File: src/rtl/gomoku_ui_pkg.sv
// rtl/gomoku_ui_pkg.sv - shared button index constants and vector type for the gomoku UI
package gomoku_ui_pkg;

    localparam int BTN_UP     = 0;
    localparam int BTN_DOWN   = 1;
    localparam int BTN_LEFT   = 2;
    localparam int BTN_RIGHT  = 3;
    localparam int BTN_CENTER = 4;
    localparam int NUM_BTN    = 5;

    typedef logic [NUM_BTN-1:0] btn_vec_t;

endpackage

File: src/rtl/button_conditioner_if.sv
// rtl/button_conditioner_if.sv - raw button inputs and conditioned press/level outputs
interface button_conditioner_if;
    import gomoku_ui_pkg::*;

    btn_vec_t btn_raw;
    logic     up;
    logic     down;
    logic     left;
    logic     right;
    logic     center;
    btn_vec_t held;

    modport master (output btn_raw, input up, down, left, right, center, held);
    modport slave  (input btn_raw, output up, down, left, right, center, held);

endinterface

File: src/rtl/button_channel.sv
// rtl/button_channel.sv - one button: 2-flop sync, debounce, press pulse, optional auto-repeat
module button_channel #(
    parameter int DEBOUNCE_CYCLES = 1000000,
    parameter int REPEAT_DELAY    = 50000000,
    parameter int REPEAT_PERIOD   = 15000000,
    parameter int REPEAT_ALLOWED  = 1
) (
    input  logic clk,
    input  logic rst,
    input  logic raw,
    output logic pulse,
    output logic level
);

    localparam int DB_W    = $clog2(DEBOUNCE_CYCLES);
    localparam int RPT_MAX = (REPEAT_DELAY > REPEAT_PERIOD) ? REPEAT_DELAY : REPEAT_PERIOD;
    localparam int RPT_W   = $clog2(RPT_MAX + 1);

    localparam logic [DB_W-1:0]  DB_LAST     = DB_W'(DEBOUNCE_CYCLES - 1);
    localparam logic [RPT_W-1:0] DELAY_LAST  = RPT_W'(REPEAT_DELAY - 1);
    localparam logic [RPT_W-1:0] PERIOD_LAST = RPT_W'(REPEAT_PERIOD - 1);

    logic             sync1;
    logic             sync2;
    logic             stable;
    logic [DB_W-1:0]  db_cnt;
    logic [RPT_W-1:0] rpt_cnt;
    logic             repeating;
    logic             db_done;
    logic             falling;

    assign db_done = (sync2 != stable) && (db_cnt == DB_LAST);
    // A release accepted this edge must not also fire a repeat.
    assign falling = db_done && stable;
    assign level   = stable;

    always_ff @(posedge clk or posedge rst) begin
        if (rst) begin
            sync1     <= 1'b0;
            sync2     <= 1'b0;
            stable    <= 1'b0;
            db_cnt    <= '0;
            rpt_cnt   <= '0;
            repeating <= 1'b0;
            pulse     <= 1'b0;
        end else begin
            sync1 <= raw;
            sync2 <= sync1;
            pulse <= 1'b0;

            if (sync2 != stable) begin
                if (db_done) begin
                    stable <= sync2;
                    db_cnt <= '0;
                    pulse  <= sync2;
                end else begin
                    db_cnt <= db_cnt + 1'b1;
                end
            end else begin
                db_cnt <= '0;
            end

            // Repeat runs only while already held, so it never overlaps the press pulse.
            if (REPEAT_ALLOWED != 0 && stable && !falling) begin
                if (rpt_cnt == (repeating ? PERIOD_LAST : DELAY_LAST)) begin
                    pulse     <= 1'b1;
                    rpt_cnt   <= '0;
                    repeating <= 1'b1;
                end else begin
                    rpt_cnt <= rpt_cnt + 1'b1;
                end
            end else begin
                rpt_cnt   <= '0;
                repeating <= 1'b0;
            end
        end
    end

endmodule

File: src/rtl/button_conditioner.sv
// rtl/button_conditioner.sv - five independent button channels feeding the game FSM
module button_conditioner
    import gomoku_ui_pkg::*;
#(
    parameter int DEBOUNCE_CYCLES = 1000000,
    parameter int REPEAT_DELAY    = 50000000,
    parameter int REPEAT_PERIOD   = 15000000,
    parameter int REPEAT_EN       = 1
) (
    input  logic                 clk,
    input  logic                 rst,
    button_conditioner_if.slave  bus
);

    btn_vec_t pulse;
    btn_vec_t held;

    for (genvar i = 0; i < NUM_BTN; i++) begin : g_chan
        button_channel #(
            .DEBOUNCE_CYCLES (DEBOUNCE_CYCLES),
            .REPEAT_DELAY    (REPEAT_DELAY),
            .REPEAT_PERIOD   (REPEAT_PERIOD),
            .REPEAT_ALLOWED  ((i == BTN_CENTER) ? 0 : REPEAT_EN)
        ) u_chan (
            .clk   (clk),
            .rst   (rst),
            .raw   (bus.btn_raw[i]),
            .pulse (pulse[i]),
            .level (held[i])
        );
    end

    assign bus.up     = pulse[BTN_UP];
    assign bus.down   = pulse[BTN_DOWN];
    assign bus.left   = pulse[BTN_LEFT];
    assign bus.right  = pulse[BTN_RIGHT];
    assign bus.center = pulse[BTN_CENTER];
    assign bus.held   = held;

endmodule

File: src/flat_wrapper.sv
// flat-port wrapper written by rule: the top's interface ports become plain ports
module button_conditioner_flat import gomoku_ui_pkg::*;
#(
    parameter int DEBOUNCE_CYCLES = 1000000,
    parameter int REPEAT_DELAY    = 50000000,
    parameter int REPEAT_PERIOD   = 15000000,
    parameter int REPEAT_EN       = 1
)
  (clk, rst, bus_btn_raw, bus_up, bus_down, bus_left, bus_right, bus_center, bus_held);
  button_conditioner_if bus_i ();
  input  logic clk;
  input  logic rst;
  input wire logic [$bits(bus_i.btn_raw)-1:0] bus_btn_raw;
  output wire logic [$bits(bus_i.up)-1:0] bus_up;
  output wire logic [$bits(bus_i.down)-1:0] bus_down;
  output wire logic [$bits(bus_i.left)-1:0] bus_left;
  output wire logic [$bits(bus_i.right)-1:0] bus_right;
  output wire logic [$bits(bus_i.center)-1:0] bus_center;
  output wire logic [$bits(bus_i.held)-1:0] bus_held;
  assign bus_i.btn_raw = bus_btn_raw;
  assign bus_up = bus_i.up;
  assign bus_down = bus_i.down;
  assign bus_left = bus_i.left;
  assign bus_right = bus_i.right;
  assign bus_center = bus_i.center;
  assign bus_held = bus_i.held;
  button_conditioner #(.DEBOUNCE_CYCLES(DEBOUNCE_CYCLES), .REPEAT_DELAY(REPEAT_DELAY), .REPEAT_PERIOD(REPEAT_PERIOD), .REPEAT_EN(REPEAT_EN)) u_core (.clk(clk), .rst(rst), .bus(bus_i));
endmodule
File: config.mk
export PLATFORM = sky130hd
export DESIGN_NAME = button_conditioner_flat
export DESIGN_NICKNAME = d
export VERILOG_FILES = /design/src/rtl/gomoku_ui_pkg.sv /design/src/rtl/button_conditioner_if.sv /design/src/rtl/button_channel.sv /design/src/rtl/button_conditioner.sv /design/src/flat_wrapper.sv
export SDC_FILE = /design/constraint.sdc
export NUM_CORES = 1
export LEC_CHECK = 0
export CORE_ASPECT_RATIO = 2
export CORE_MARGIN = 1.5
export CORE_UTILIZATION = 51
export CTS_CLUSTER_SIZE = 16
export DETAILED_ROUTE_END_ITERATION = 6
export PLACE_DENSITY = 0.67
export SKIP_CTS_REPAIR_TIMING = 1
export SYNTH_ARGS = -nofsm -noshare
export SYNTH_HDL_FRONTEND = slang
export SYNTH_SLANG_ARGS = --single-unit
File: constraint.sdc
create_clock -name clk -period 12.4 [get_ports clk]
set_input_delay 1.86 -clock clk [delete_from_list [all_inputs] [get_ports clk]]
set_output_delay 1.86 -clock clk [all_outputs]
set_load 0.05 [all_outputs]
==> impl_results.md <==
* Detailed Place HPWL at 13930 µm
* Number of standard cells in the layout, taps in and fillers out at 1386
* Starting density of the core at 51.79%
* Number of I/O port buffers at 16
* Via count of the first global-routing pass at 7947
* Top cells by instance count after synthesis: 235 x sky130_fd_sc_hd__nor2_1, 228 x sky130_fd_sc_hd__dfrtp_1, 119 x sky130_fd_sc_hd__xor2_1
* Setup-failing EPs final at 0
* Clk pin slew, worst setup/hold paths at 60 ps
* DRC violation count after routing at 0
* Clock Tree Root: sky130_fd_sc_hd__clkbuf_16
* Yosys warns at 0
* Launch instance of the worst min-delay path: u_core.g_chan[0].u_chan.sync1
* Final Core Density at 56.81%
* Die outline area at 0.02219 mm²
* Worst-case setup margin in the final layout at 8525 ps
* Data arrival time of the worst path at 4460 ps
* Clk sinks at 228
* Origin of the critical flop-to-flop path: u_core.g_chan[1].u_chan.db_cnt[0]
* Number of max-cap violations at 0
* Number of nets in the layout at 1118
* Y dimension of the die at 209.2 µm
* #FFs+latches synth at 228
* Max-Slew Margin vs Limit at 27.55%
* Layout-stage area growth over the synthesis result at 9.698%
* Ranking of synthesized cells by area: sky130_fd_sc_hd__dfrtp_1 53%, sky130_fd_sc_hd__xor2_1 9.6%, sky130_fd_sc_hd__nor2_1 8.1%
* Distinct cell type count of the synthesized netlist at 54
* Clock tree buffer depth at 3
* Mapped Nets at 1101
* Placer congestion estimate at 0.8044
* Cell taking the most area after synthesis: sky130_fd_sc_hd__dfrtp_1
* Setup repair after global routing missed its margin: no
* Critical path endpoint category: asynchronous set/reset pin
* Tot GR Track Use at 19.66%
* Vias post-DR at 7573
* Worst-case clock skew at 9.612 ps
* Placement Rows at 75
* Number of inserted diodes at 0
* Post-place instance area at 0.01123 mm²
* Later-pin clock latency in the skew report at 510 ps
* Path category of the worst min-delay check: reg2reg
* Antenna violations before repair at 0
* Type of the worst setup path: in2async
* Critical path data required time at 12980 ps
* CTS buffer count at 21
* Post-synthesis sequential area ratio at 52.64%
* Crit share post-route at 31.25%
* Drt total wl at 20620 µm
* Worst slack at placement at 7873 ps
* Top-level port count at 17
* Highest ir drop seen on vdd at 154.4 µV
* GR Overflow Total at 0
* Final Hold Fails at 0
* Iteration count of the initial detailed-routing pass at 5
* Average vias per placed instance at 5.464
* Slew at the pin with the worst max-slew slack at 1078 ps
* Final critical-path required period at 3875 ps
* Die width at 106.1 µm
* Number of H-tree branching levels at 1
* Maximum number of pins on one net before global-route repair at 119
* Start point of the critical path: rst
* Share of Yosys cell area claimed by the top area cell type at 52.64%
* Area of the core at 0.02093 mm²
* Syn Inst Count at 1085
* Outcome: complete, no violations
* Startpoint Class: input port
* Final design area excluding fillers at 0.01189 mm²
* Minimum setup slack among reg-to-reg paths at 9730 ps
* Number of enable-type register cells in the synthesized netlist at 0
* Syn avg cell area at 9.989 µm²
* Wire length of the first global-routing pass at 36100 µm
* Detailed Route Iter0 Violations at 268
* Average wire per cell in the routed design at 14.88 µm
* Standby leakage power at 4.875 nW
* Most used DFF post-synth: sky130_fd_sc_hd__dfrtp_1
* Highest clock frequency the design can meet at 258.1 MHz
* Netlist Area Pre-Place at 0.01084 mm²
* Critical path endpoint: u_core.g_chan[3].u_chan.rpt_cnt[2]
* Capture point of the worst reg-to-reg path: u_core.g_chan[1].u_chan.rpt_cnt[18]
* Number of placed cells counting well taps at 1348
* Post-route ant nets at 0
* Most repeated cell in the gate-level netlist after synthesis: sky130_fd_sc_hd__nor2_1
* Largest fanout on the critical path at 118
* Power density over the cells at 118.9 mW/mm²
* Proportion of layout cells with a drive suffix above 1 at 5.013%
* Cells on worst reg2reg path at 6
* Clock tree from TritonCTS: built
* Async SR Flop Fraction at 100.0%
* Setup TNS at 0 ps
* Slew Limit Fails at 0
[layer usage]
layer	up-vias	track usage (%)	part of all wire (%)
li1	3704	-	-
met1	3765	20.94	39
met2	74	38.74	56
met3	30	2.651	2.5
met4	0	6.477	2.2
met5	-	0	0
[worst min path at each step]
stage | depth (start not counted) | slack, ps | end
after floorplan | 0 | 330 | u_core.g_chan[0].u_chan.sync2
final | 0 | 350 | u_core.g_chan[0].u_chan.sync2
after detailed placement | 0 | 340 | u_core.g_chan[0].u_chan.sync2
after global routing | 0 | 360 | u_core.g_chan[0].u_chan.sync2
after global placement | 0 | 330 | u_core.g_chan[0].u_chan.sync2
after CTS | 0 | 350 | u_core.g_chan[0].u_chan.sync2
[registers in the layout (all words and copies together), names as in the netlist]
name and cells:
u_core.g_chan.u_chan.level 5, u_core.g_chan.u_chan.sync1 5, u_core.g_chan.u_chan.pulse 5, u_core.g_chan.u_chan.repeating 4, u_core.g_chan.u_chan.db_cnt 100, u_core.g_chan.u_chan.sync2 5
u_core.g_chan.u_chan.rpt_cnt 104
[metrics by stage]
stage	total power [mW]	hold WS [ps]
4_1_cts	1.437	351.2
3_3_place_gp	0.7995	332.4
2_1_floorplan	0.7885	331.2
3_5_place_dp	0.8000	335.8
5_1_grt	1.469	355.9
6_report	1.414	346.8
[layout make-up]
| type | count | area, µm² |
|---|---|---|
| Clock buffer | 30 | 589.3 |
| Clock inverter | 8 | 68.82 |
| Fill cell | 1857 | 9037 |
| Inverter | 21 | 86.33 |
| Multi-Input combinational cell | 808 | 4897 |
| Sequential cell | 228 | 5705 |
| Tap cell | 269 | 336.6 |
| Timing Repair Buffer | 22 | 205.2 |
[placed cells by master (no fill, tap or decap), types with 4 or more instances in the layout]
cell,netlist,layout
sky130_fd_sc_hd__a21boi_0,5,5
sky130_fd_sc_hd__nor3b_1,4,4
sky130_fd_sc_hd__or2_2,5,5
sky130_fd_sc_hd__and2_1,10,10
sky130_fd_sc_hd__nor3_1,25,25
sky130_fd_sc_hd__clkinv_2,0,6
sky130_fd_sc_hd__clkbuf_16,0,21
sky130_fd_sc_hd__nand3_1,82,82
sky130_fd_sc_hd__nor4_1,12,12
sky130_fd_sc_hd__nor4b_1,7,7
sky130_fd_sc_hd__clkbuf_1,11,6
sky130_fd_sc_hd__nor2_1,235,235
sky130_fd_sc_hd__xnor2_1,71,71
sky130_fd_sc_hd__clkdlybuf4s50_1,0,16
sky130_fd_sc_hd__and3_1,34,34
sky130_fd_sc_hd__nor4bb_1,6,6
sky130_fd_sc_hd__dfrtp_1,228,228
sky130_fd_sc_hd__nand2_1,71,71
sky130_fd_sc_hd__inv_1,21,20
sky130_fd_sc_hd__or4_1,4,4
sky130_fd_sc_hd__or3_1,4,4
sky130_fd_sc_hd__mux2_2,5,5
sky130_fd_sc_hd__ha_1,9,9
sky130_fd_sc_hd__and4_1,10,10
sky130_fd_sc_hd__buf_4,7,6
sky130_fd_sc_hd__nand4_1,50,50
sky130_fd_sc_hd__xor2_1,119,119
[power by group]
part / switching, mW / internal (mW) / total, mW
registers: 0.00576 / 0.749 / 0.755
logic: 0.0225 / 0.00673 / 0.0292
clock network: 0.277 / 0.353 / 0.630
[kinds of logic (layout without fill, tap and decap cells)]
logic type	Yosys count	count (layout)	synth area share (%)
and+or+nand+nor	577	577	26.09
DFF	228	228	52.64
xor gates and xnor gates	190	190	15.35
buffers and inverters	49	81	2.170
AOI/OAI and AO/OA	26	26	2.090
adders and majority gates	9	9	1.039
muxes	6	6	0.6118
[critical path: stages]
cell and delay [ps]:
sky130_fd_sc_hd__clkdlybuf4s50_1 490, sky130_fd_sc_hd__inv_8 580, sky130_fd_sc_hd__buf_4 740, sky130_fd_sc_hd__buf_4 660
Note: power is estimated with default switching activity, not from simulation.
